$ cat config.mk
export PLATFORM = sky130hd
export DESIGN_NAME = lime_output_monitor
export DESIGN_NICKNAME = d
export VERILOG_FILES = /design/src/rtl/lime_pkg.sv /design/src/rtl/lime_sync_fifo.sv /design/src/rtl/lime_output_monitor.sv
export SDC_FILE = /design/constraint.sdc
export NUM_CORES = 1
export LEC_CHECK = 0
export ABC_AREA = 1
export BUFFER_PORTS_ARGS = -buffer_cell sky130_fd_sc_hd__clkbuf_2
export CAP_MARGIN = 30
export CORE_ASPECT_RATIO = 0.9
export CORE_UTILIZATION = 30
export CTS_CLUSTER_DIAMETER = 30
export CTS_CLUSTER_SIZE = 12
export DETAILED_ROUTE_END_ITERATION = 8
export GPL_TIMING_DRIVEN = 0
export HOLD_SLACK_MARGIN = 0.08
export SETUP_SLACK_MARGIN = 0.2
export SLEW_MARGIN = 10
export SYNTH_ARGS = -nofsm -noshare
export SYNTH_HDL_FRONTEND = slang
export SYNTH_SLANG_ARGS = --single-unit
$ cat constraint.sdc
create_clock -name CLK -period 6.98 [get_ports CLK]
set_input_delay 0 -clock CLK [delete_from_list [all_inputs] [get_ports CLK]]
set_output_delay 0 -clock CLK [all_outputs]
set_load 0.02 [all_outputs]
$ cat src/rtl/lime_pkg.sv
// Shared definitions for TheLime and its output-side monitor.
package lime_pkg;

  // Width of TheLime's main_output word.
  localparam int LIME_WORD_W = 16;
  // Width of the monitor's free-running cycle counter and timestamps.
  localparam int LIME_CNT_W = 32;
  // Default number of capture entries held by the monitor.
  localparam int LIME_MON_DEPTH = 4;

  // One monitor capture: the output value and the cycle stamp it was seen at.
  typedef struct packed {
    logic [LIME_WORD_W-1:0] data;
    logic [LIME_CNT_W-1:0]  cycles;
  } lime_mon_entry_t;

  // Build an entry from its two fields.
  function automatic lime_mon_entry_t lime_mon_pack(
    input logic [LIME_WORD_W-1:0] data,
    input logic [LIME_CNT_W-1:0]  cycles
  );
    lime_mon_entry_t e;
    e.data   = data;
    e.cycles = cycles;
    return e;
  endfunction

endpackage

$ cat src/rtl/lime_sync_fifo.sv
// Single-clock first-word-fall-through FIFO with level/full reporting.
//
// Handshake: wr_en_i is a push request; it is accepted unless the FIFO is
// full and no pop happens at the same edge, in which case the word is
// discarded and drop_o pulses for that cycle. rd_valid_o means the head
// word is on rd_data_o right now; rd_en_i with rd_valid_o pops it at the
// edge, and rd_en_i while empty is ignored. A push into an empty FIFO is
// always kept, even when rd_en_i is high.
module lime_sync_fifo
  import lime_pkg::*;
#(
  parameter int WIDTH = LIME_WORD_W + LIME_CNT_W,
  parameter int DEPTH = LIME_MON_DEPTH
) (
  input  logic                   clk_i,
  input  logic                   rst_i,
  input  logic                   wr_en_i,
  input  logic [WIDTH-1:0]       wr_data_i,
  input  logic                   rd_en_i,
  output logic                   rd_valid_o,
  output logic [WIDTH-1:0]       rd_data_o,
  output logic                   full_o,
  output logic [$clog2(DEPTH):0] level_o,
  output logic                   drop_o
);

  localparam int PTR_W = $clog2(DEPTH);
  localparam int LVL_W = PTR_W + 1;

  logic [WIDTH-1:0] mem_q [DEPTH];
  logic [PTR_W-1:0] wr_ptr_q, wr_ptr_d;
  logic [PTR_W-1:0] rd_ptr_q, rd_ptr_d;
  logic [LVL_W-1:0] level_q, level_d;

  logic empty;
  logic full;
  logic do_pop;
  logic do_push;

  // Occupancy decode and accepted push/pop for this edge.
  always_comb begin
    empty   = (level_q == '0);
    full    = (level_q == LVL_W'(DEPTH));
    do_pop  = rd_en_i & ~empty;
    // A pop frees a slot at the same edge, so full-with-pop still accepts.
    do_push = wr_en_i & (~full | do_pop);
    drop_o  = wr_en_i & full & ~do_pop;
  end

  // Next pointers and level; DEPTH is a power of two so pointers wrap freely.
  always_comb begin
    wr_ptr_d = wr_ptr_q;
    rd_ptr_d = rd_ptr_q;
    level_d  = level_q;
    if (do_push) begin
      wr_ptr_d = wr_ptr_q + PTR_W'(1);
    end
    if (do_pop) begin
      rd_ptr_d = rd_ptr_q + PTR_W'(1);
    end
    level_d = level_q + LVL_W'(do_push) - LVL_W'(do_pop);
  end

  // Pointer and level registers, cleared asynchronously.
  always_ff @(posedge clk_i or posedge rst_i) begin
    if (rst_i) begin
      wr_ptr_q <= '0;
      rd_ptr_q <= '0;
      level_q  <= '0;
    end else begin
      wr_ptr_q <= wr_ptr_d;
      rd_ptr_q <= rd_ptr_d;
      level_q  <= level_d;
    end
  end

  // Storage array; contents need no reset because reads are gated by level.
  always_ff @(posedge clk_i) begin
    if (do_push) begin
      mem_q[wr_ptr_q] <= wr_data_i;
    end
  end

  // Head presented combinationally, forced to zero when empty.
  always_comb begin
    rd_valid_o = ~empty;
    rd_data_o  = empty ? '0 : mem_q[rd_ptr_q];
    full_o     = full;
    level_o    = level_q;
  end

endmodule

$ cat src/rtl/lime_output_monitor.sv
// Watches TheLime's main_output and logs every change with its cycle stamp.
module lime_output_monitor
  import lime_pkg::*;
#(
  parameter int DATA_W = LIME_WORD_W,
  parameter int CNT_W  = LIME_CNT_W,
  parameter int DEPTH  = LIME_MON_DEPTH
) (
  input  logic                   CLK,
  input  logic                   Reset,
  input  logic [DATA_W-1:0]      proc_output,
  input  logic                   clear_cnt,
  input  logic                   rd_en,
  output logic                   rd_valid,
  output logic [DATA_W-1:0]      rd_data,
  output logic [CNT_W-1:0]       rd_cycles,
  output logic                   full,
  output logic [$clog2(DEPTH):0] level,
  output logic                   overflow
);

  localparam int ENTRY_W = DATA_W + CNT_W;

  logic [CNT_W-1:0]   cycle_cnt_q, cycle_cnt_d;
  logic [DATA_W-1:0]  prev_q;
  logic               overflow_q, overflow_d;

  logic               chg;
  logic               drop;
  logic [ENTRY_W-1:0] push_entry;
  logic [ENTRY_W-1:0] head_entry;

  // Change detect and capture word; the stamp is the count before this edge.
  always_comb begin
    chg        = (proc_output != prev_q);
    push_entry = {proc_output, cycle_cnt_q};
  end

  // Next counter and sticky overflow; a drop at the clearing edge wins.
  always_comb begin
    cycle_cnt_d = clear_cnt ? '0 : cycle_cnt_q + CNT_W'(1);
    overflow_d  = overflow_q;
    if (clear_cnt) begin
      overflow_d = 1'b0;
    end
    if (drop) begin
      overflow_d = 1'b1;
    end
  end

  // Counter, previous-output and overflow registers, cleared asynchronously.
  always_ff @(posedge CLK or posedge Reset) begin
    if (Reset) begin
      cycle_cnt_q <= '0;
      prev_q      <= '0;
      overflow_q  <= 1'b0;
    end else begin
      cycle_cnt_q <= cycle_cnt_d;
      prev_q      <= proc_output;
      overflow_q  <= overflow_d;
    end
  end

  lime_sync_fifo #(
    .WIDTH (ENTRY_W),
    .DEPTH (DEPTH)
  ) u_fifo (
    .clk_i      (CLK),
    .rst_i      (Reset),
    .wr_en_i    (chg),
    .wr_data_i  (push_entry),
    .rd_en_i    (rd_en),
    .rd_valid_o (rd_valid),
    .rd_data_o  (head_entry),
    .full_o     (full),
    .level_o    (level),
    .drop_o     (drop)
  );

  // Split the head entry into its value and stamp fields.
  always_comb begin
    rd_data   = head_entry[ENTRY_W-1:CNT_W];
    rd_cycles = head_entry[CNT_W-1:0];
    overflow  = overflow_q;
  end

endmodule

==> After elaboration in Yosys (flattened, before gate mapping) <==
Memories as Yosys holds them, arrays and structs flattened.
Index checks and enable logic that the tools add are counted.
{ "totals": {"ff_bits": 56, "ramBits": 192, "input_bits": 20, "output_inout_bits": 54, "word_cells": 30, "n_memories": 1} }
{ "memory_table": {"columns": ["name", "depth", "word_bits", "rd", "rd_clocked_by_memory_dff", "write_ports", "line_no", "rtl"], "rows": [
  ["u_fifo.mem_q", 4, 48, 1, 0, 1, "lime_sync_fifo.sv:30", "logic [WIDTH-1:0] mem_q [DEPTH];"]
]} }
{ "classes": {"n_addsub": 5, "n_eq_ne": 2, "muxes": 6, "bitwise_logic": 8, "reduce_logical": 2} }
{ "ops": {"columns": ["op", "n"], "rows": [
  ["$mux W48", 1],
  ["$add A32 B1 Y32 const B", 1],
  ["$mux W32", 1],
  ["$ne A16 B16 Y1", 1],
  ["$add A2 B1 Y2 const B", 2],
  ["$and A1 B1 Y1", 4],
  ["$mux W1", 4],
  ["$add A3 B1 Y3", 1],
  ["$eq A3 B3 Y1 const B", 1],
  ["$logic_not A3 Y1", 1],
  ["$not A1 Y1", 3],
  ["$sub A3 B1 Y3", 1],
  ["$reduce_bool A2 Y1", 1],
  ["$or A1 B1 Y1", 1]
]} }

==> Longest topological paths before layout <==
Gate-level depths: netlist of run 1.
{ "depth": {"word_depth": 7, "depth_mapped": 13} }

==> Hierarchy <==
From an unflattened synthesis of run 1, not the netlist that was laid out.
{ "unflattened": {"cells_unflattened": 1109, "area_unflattened_um2": 11014.3} }
{ "by_module_without_submodules": {"columns": ["module", "n_inst", "cells_each", "area_per_inst_um2", "seq_area_each_um2"], "rows": [
  ["lime_sync_fifo", 1, 815, 8602.0, 5940.7],
  ["lime_output_monitor", 1, 294, 2412.3, 1226.2]
]} }

==> Worst setup path after synthesis of run 1 <==
Ideal clock, no wire load.
{ "synth_timing": {"kind": "flip-flop to flip-flop", "from": "register u_fifo.level_q[1] (netlist: u_fifo.level_o[1])", "to": "memory u_fifo.mem_q[0][0] (netlist name), enable pin", "setup_time_ps": 454, "arrival_ps": 3047, "required_time_ps": 6526, "slack_ps": 3479, "stages_incl_launch_ff": 5, "path_buffers": 0, "period_less_slack_ps": 3501, "path_cell_list": "dfrtp_1 nor3_1 nand2_1 nand2_1 nor2_1"} }
{ "synth_lines": {"columns": ["element", "line_no", "rtl"], "rows": [
  ["from (decl)", "lime_sync_fifo.sv:33", "logic [LVL_W-1:0] level_q, level_d;"],
  ["from (signal assigned)", "lime_sync_fifo.sv:73", "level_q <= level_d;"],
  ["$eq A3 B3 Y1", "lime_sync_fifo.sv:43", "full = (level_q == LVL_W'(DEPTH));"],
  ["net full", "lime_output_monitor.sv:17", "output logic full,"],
  ["$not A1 Y1", "lime_sync_fifo.sv:46", "do_push = wr_en_i & (~full | do_pop);"],
  ["$or A1 B1 Y1", "lime_sync_fifo.sv:46", null],
  ["$and A1 B1 Y1", "lime_sync_fifo.sv:46", null],
  ["$mux W1", "lime_sync_fifo.sv:79", "if (do_push) begin"],
  ["$mux W1 (implied by the code)", "lime_sync_fifo.sv:80", "mem_q[wr_ptr_q] <= wr_data_i;"],
  ["to (decl)", "lime_sync_fifo.sv:30", null]
]} }
The timed path passes the listed nets, and every way through them passes these cells.

==> Final worst setup path of run 1 <==
{ "layout_timing": {"from": "register u_fifo.level_q[1] (netlist: u_fifo.level_o[1])", "to": "output rd_cycles[14]"} }
{ "layout_via": {"elab_chain_len": 2} }
{ "layout_rtl": {"columns": ["element", "line_no", "rtl"], "rows": [
  ["$logic_not A3 Y1", "lime_sync_fifo.sv:42", "empty = (level_q == '0);"],
  ["$mux W48", "lime_sync_fifo.sv:87", "rd_data_o = empty ? '0 : mem_q[rd_ptr_q];"],
  ["to (decl)", "lime_output_monitor.sv:16", "output logic [CNT_W-1:0] rd_cycles,"]
]} }
No other way between the ends.

==> out/qor.txt, run 1 <==
Unique masters post-synth - 30
Most used DFF post-synth - edfxtp_1
First-pass GRT wire length - 40590 um
Status - complete, no violations
Count leader, synth - nor2_1
Multi-input gate area - 0.002879 sq mm
Initial antenna violation count - 1
Reg area - 0.007167 sq mm
Synthesized instance count - 994
Required time of the critical path - 6.98 ns
Max_slew headroom - 42.41%
Final wirelength - 26120 um
Initial Utilization - 30.71%
Power per cell area - 515.6 mW/mm^2
Asr flop ratio synth - 22.58%
Worst-margin pin slew - 0.8572 ns
Resized Gates After CTS - 0
Max Cap Viol - 0
Post-route setup slack - 4.240 ns
Final Slew Violations - 0
Synth area leader - edfxtp_1
Syn Area/Cell - 10.56 sq um
# rows - 64
Top post-synthesis cells by count - 263 x nor2_1, 192 x edfxtp_1, 123 x nand2_1, 103 x o21ai_0, 76 x inv_1
Core Util, Final - 40.12%
Worst path max stage delay - 0.73 ns
LEAKAGE - 5.419 nW
TritonCTS Buffers - 50
DP Worst Slack - 4.310 ns
Netlist Area Pre-Place - 0.01050 sq mm
NumNets Final - 1174
VDD IR max - 285.4 uV
RSZ-0062 raised after global routing - false
Top-area cell type share of the netlist area - 54.91%
Area grow syn2layout - 30.64%
Fmax - 365.0 MHz
Number of synthesis warnings - 0
Register area share after synthesis - 68.26%
Overall Global Routing Usage - 14.73%
Hold Vio Cnt, Final - 0
Critical Path, Cell by Cell - nor3_1 -> clkbuf_1 -> a21oi_1 -> clkbuf_2
Clk root buf - clkbuf_16
Initial DRC count - 482
Placer congestion estimate - 0.8490
Worst EP arrival - 2.74 ns
Yosys reg bits - 248
Total grt overflow - 0
Startpoint types - flop
Slowest CP cell - nor3_1
Syn Nets - 1022
Clock-pin slew on the worst setup and hold paths - 0.05 ns
Setup violations, final - 0
Die Height - 179.5 um
Post-DP HPWL - 17160 um
Die Wd - 199.2 um
Layout Cells excl Fill - 1650
R2r startpoint - u_fifo.level_o[1]
DR vias - 7424
Layout cell share with drive strength beyond 1 - 18.70%
# DRC - 0
EDFF count, synth - 192
H-tree depth - 2
Setup TNS - 0 ns
Clock tree sinks - 248
Crit Path Class - reg2out
Crit path max fanout - 10
Reg-to-Reg End - u_fifo.level_o[2]
Min Hold Slack - 0.1575 ns
DRT Pass-1 Iters - 5
Avg WL per Cell - 15.83 um
Setup crit end kind - output pin
Remaining antenna violation count after routing - 0
CORE AREA - 0.03419 sq mm
Port bufs - 73
Vias per inst - 4.499
Clk_lat worst skew - 0.53 ns
Register-to-Register Path Depth - 8
Die area - 0.03575 sq mm
Vias in the first global route - 7227
Placed instance count - 1537
Hold Crit Class - in2async
Worst R2R Setup Slack - 4.35 ns
Fillers - 3247
Final Cycle Share - 39.25%
CTS tree - built
Clk_skew - 0.01407 ns
Largest net degree at the start of global routing - 57
Longest Clk Path Bufs - 3
Period minus WS final - 2.740 ns
Ports - 74
Ranking of synthesized cells by area - edfxtp_1 55%, dfrtp_1 13%, nor2_1 9.4%
-- how the worst max path moves through the flow --
stage                      start             endpoint  depth (start not counted)
4_1_cts        u_fifo.level_o[1]        rd_cycles[14]                          4
5_1_grt        u_fifo.level_o[1]        rd_cycles[14]                          4
2_1_floorplan  u_fifo.level_o[1]   u_fifo.mem_q[0][0]                          4
6_report       u_fifo.level_o[1]        rd_cycles[14]                          4
3_5_place_dp   u_fifo.level_o[1]    u_fifo.level_o[2]                          8
3_3_place_gp           prev_q[0]  u_fifo.mem_q[3][24]                          9
-- worst max-delay path, delay by kind of cell (launching register included) --
family	cells	cell delay, ns
DFF	1	0.45
AOI/OAI and AO/OA	1	0.24
and+or+nand+nor	1	0.73
buffers and inverters	2	0.79
-- placed cells by master (no fill, tap or decap), drive strengths merged --
| cell type | count |
|---|---|
| nor2 | 271 |
| edfxtp | 192 |
| clkbuf | 150 |
| nand2 | 127 |
| o21ai | 104 |
| inv | 90 |
| a21oi | 59 |
| dfrtp | 56 |
| buf | 28 |
| nand3 | 22 |
| dlygate4sd3 | 19 |
| nor3 | 18 |
| clkinv | 13 |
| bufinv | 11 |
| ha | 7 |
| nand4 | 5 |
| xor2 | 4 |
| xnor2 | 3 |
| o21a | 3 |
| clkinvlp | 3 |
| diode | 1 |
| a31oi | 1 |
| fa | 1 |
-- stage by stage --
| stage | power (mW) | instance area, sq um |
|---|---|---|
| 2_1_floorplan | 3.591 | 10500 |
| 3_3_place_gp | 4.435 | 11440 |
| 3_5_place_dp | 4.572 | 11680 |
| 4_1_cts | 7.163 | 13710 |
| 5_1_grt | 7.450 | 13710 |
| 6_report | 7.072 | 13720 |
-- kinds of logic (layout without fill, tap and decap cells) --
group	Yosys count	in the layout	share of synthesized area (%)
simple gates	443	443	17.48
flops	248	248	68.26
compound gates	167	167	8.043
buf+inv	121	314	4.611
fa+ha+maj	8	8	1.025
xor+xnor	7	7	0.5839
other cells	0	1	0
-- metal layers --
| layer | vias to the layer above | track usage (%) | routed length [um] |
|---|---|---|---|
| met2 | 200 | 23.74 | 12320 |
| met1 | 3519 | 19.52 | 11660 |
| met3 | 43 | 3.152 | 1542 |
| met4 | 0 | 5.015 | 593 |
| li1 | 3662 | - | - |
| met5 | - | 0 | 0 |
-- area by class of cell --
cell class	count	share of cell area (%)
clock inverter	35	3.722
inverter	82	2.262
sequential	248	52.25
buffer	39	1.286
clock buffer	58	9.715
timing repair buffer	100	5.546
antenna	1	0.01824
multi-input combinational	625	20.99
tap	462	4.214
-- flip-flops by register name (all words and copies together) (netlist names) --
| signal | flops |
|---|---|
| u_fifo.mem_q | 192 |
| cycle_cnt_q | 32 |
| prev_q | 16 |
| u_fifo.level_o | 3 |
| u_fifo.rd_ptr_q | 2 |
| u_fifo.wr_ptr_q | 2 |
| overflow | 1 |
-- report_power, final --
part           total, mW  internal, mW  switching (mW)
Sequential          2.21          2.10           0.110
Clock               2.56          1.78           0.780
Combinational       2.30         0.695            1.60
Total               7.07          4.58            2.49
-- timing repair --
item,in CTS,in global routing
buffers inserted,0,0
hold buffers,19,0
hold endpoints to repair,159,0
No activity file was read; power rests on OpenSTA's default activity.
==> run 2, diff against run 1 <==
==> constraint.sdc (replaced) <==
create_clock -name CLK -period 2.9 [get_ports CLK]
set_input_delay 0 -clock CLK [delete_from_list [all_inputs] [get_ports CLK]]
set_output_delay 0 -clock CLK [all_outputs]
set_load 0.02 [all_outputs]
==> out/qor.txt, run 2 (synthesis results as in run 1) <==
Layout cell share with drive strength beyond 1 - 17.85% (-0.86 points)
First-pass GRT wire length - 41580 um (+2.4%)
Multi-input gate area - 0.002884 sq mm (+0.17%)
Biggest regs - u_fifo.mem_q x192, cycle_cnt_q x32, prev_q x16
Top delay family on crit path - buffers and inverters
Avg WL per Cell - 15.91 um (+0.49%)
Initial antenna violation count - 1 (unchanged)
Top reg by flops - u_fifo.mem_q
Sequential Power Share - 32.0% (+0.7 points)
Vias per inst - 4.535 (+0.79%)
Switching share of power - 35.83% (+0.58 points)
Clock share of power - 34.6% (-1.6 points)
Slowest CP cell - dfrtp_1
Longest Clk Path Bufs - 3 (unchanged)
# DRC - 0 (unchanged)
Metal2 WL - 12730 um (+3.3%)
# rows - 64 (unchanged)
DRT Pass-1 Iters - 8 (+3)
Clock tree sinks - 248 (unchanged)
Total grt overflow - 0 (unchanged)
Critical Path, Cell by Cell - buf_2 -> inv_2 -> buf_2 -> clkbuf_2 -> o21ai_0 -> a21oi_1 -> clkbuf_2
P_int - 10.67 mW (+130%)
Status - complete, no violations
Commonest non-fill, non-tap cell in the layout - nor2_1
Final Slew Violations - 0 (unchanged)
DR vias - 7487 (+0.85%)
Initial Utilization - 30.71% (unchanged)
Final Cycle Share - 86.53%
Comb pwr share - 33.4% (+0.9 points)
Worst Setup SP - u_fifo.rd_ptr_q[0]
Hold Vio Cnt, Final - 0 (unchanged)
Clock-pin slew on the worst setup and hold paths - 0.05 ns (about the same)
Placer congestion estimate - 0.8901 (+4.8%)
Met3 WL - 1468 um (-4.8%)
CORE AREA - 0.03419 sq mm (unchanged)
Required time of the critical path - 2.90 ns (-4.08 ns)
Remaining antenna violation count after routing - 0 (unchanged)
Period minus WS final - 2.509 ns
Fillers - 3233 (-0.43%)
Min Hold Slack - 0.1396 ns (-0.01785 ns)
CTS tree - built
Max Cap Viol - 0 (unchanged)
Startpoint types - flop
Port bufs - 73 (unchanged)
Crit Path Class - reg2out
Power per cell area - 1224 mW/mm^2 (+140%)
Register-to-Register Path Depth - 10 (+2)
Final wirelength - 26270 um (+0.55%)
Finished Cell Area - 0.01359 sq mm (-0.92%)
LEAKAGE - 5.347 nW (-1.3%)
Post-DP HPWL - 17110 um (-0.30%)
H-tree depth - 2 (unchanged)
Worst EP arrival - 2.51 ns (-0.23 ns)
TritonCTS Buffers - 51 (+2.0%)
Detailed-routing wirelength on met1 - 11580 um (-0.70%)
Ports - 74 (unchanged)
Worst-margin pin slew - 0.7640 ns (-0.09318 ns)
Setup violations, final - 0 (unchanged)
Clk_skew - 0.01276 ns (-0.001313 ns)
Worst path max stage delay - 0.35 ns (-0.38 ns)
Setup crit end kind - output pin
Worst R2R Setup Slack - 0.49 ns (-3.86 ns)
Die Wd - 199.2 um (unchanged)
Area grow syn2layout - 29.43%
Reg-to-Reg End - u_fifo.mem_q[1][19]
Die area - 0.03575 sq mm (unchanged)
Initial DRC count - 460 (-4.6%)
Die Height - 179.5 um (unchanged)
Overall Global Routing Usage - 15.00% (+0.27 points)
RSZ-0062 raised after global routing - false
Vias in the first global route - 7494 (+3.7%)
Max_slew headroom - 49.07% (+6.7 points)
Crit path max fanout - 10 (unchanged)
Clk_lat worst skew - 0.54 ns (about the same)
Reg area - 0.007167 sq mm (unchanged)
NumNets Final - 1175 (+0.085%)
Overall Power - 16.63 mW (+140%)
Hold Crit Class - in2async
Uppermost layer routed - met4
Most frequent cells in the layout - 259 x nor2_1, 192 x edfxtp_1, 123 x nand2_1
Max FFs per register - 192 (unchanged)
CP Buf/Inv Count - 5 (+3)
VDD IR max - 522.1 uV (+83%)
DP Area - 0.01167 sq mm (about the same)
Post-CTS Setup Bufs - 0 (unchanged)
Net Switching - 5.960 mW (+140%)
Fmax - 398.5 MHz
R2r startpoint - prev_q[1]
Largest net degree at the start of global routing - 57 (unchanged)
Clk root buf - clkbuf_16
==> run 2: power groups by stage <==
stage          clock network [mW]  logic (mW)  registers (mW)
6_report                     5.76        5.55            5.32
2_1_floorplan                   0        3.23            5.38
3_3_place_gp                    0        5.15            5.43
4_1_cts                      5.84        5.65            5.32
3_5_place_dp                    0        5.60            5.37
5_1_grt                      6.01        6.12            5.41
==> run 2: worst max path at each step <==
stage / endpoint / slack (ns) / cells past startpoint
2_1_floorplan: u_fifo.mem_q[0][0] / 0.15 / 4
3_3_place_gp: u_fifo.mem_q[1][20] / -1.09 / 9
3_5_place_dp: u_fifo.level_o[2] / 0.40 / 8
4_1_cts: rd_cycles[31] / 0.28 / 7
5_1_grt: rd_cycles[15] / 0.24 / 7
6_report: rd_cycles[17] / 0.39 / 7
==> run 2: worst min-delay path: cells and delay by family <==
family / cells / cell delay (ns)
buffers and inverters: 3 / 1.18
==> run 2: metal layers <==
| metal | global-route usage (%) | up-vias |
|---|---|---|
| met5 | 0 | - |
| met4 | 4.092 | 0 |
| met3 | 3.283 | 43 |
| met2 | 25.20 | 200 |
| met1 | 19.33 | 3595 |
| li1 | - | 3649 |
==> run 2: per-stage QoR <==
step | worst slack [ns] | TNS (ns) | utilization, % | std cells
global route | 0.2368 | 0 | 39.74 | 1650
CTS | 0.2831 | 0 | 39.74 | 1650
global placement | -1.085 | -187.00 | 33.50 | 1529
detailed placement | 0.3978 | 0 | 34.14 | 1537
finish | 0.3908 | 0 | 39.75 | 1651
floorplan | 0.1526 | 0 | - | 994
==> run 2: timing repair <==
action                                  in CTS  in global routing
hold endpoints to repair                   159                  0
endpoints found under the setup margin       4                  3
hold buffers                                19                  0
gates resized for setup                      1                  2
==> run 2: cell type report <==
class / count / share of cell area, %
clock buffer: 62 / 9.768
sequential: 248 / 52.73
clock inverter: 32 / 2.872
inverter: 82 / 2.283
tap: 462 / 4.253
timing repair buffer: 100 / 5.542
antenna: 1 / 0.01841
buffer: 39 / 1.307
multi-input combinational: 625 / 21.22
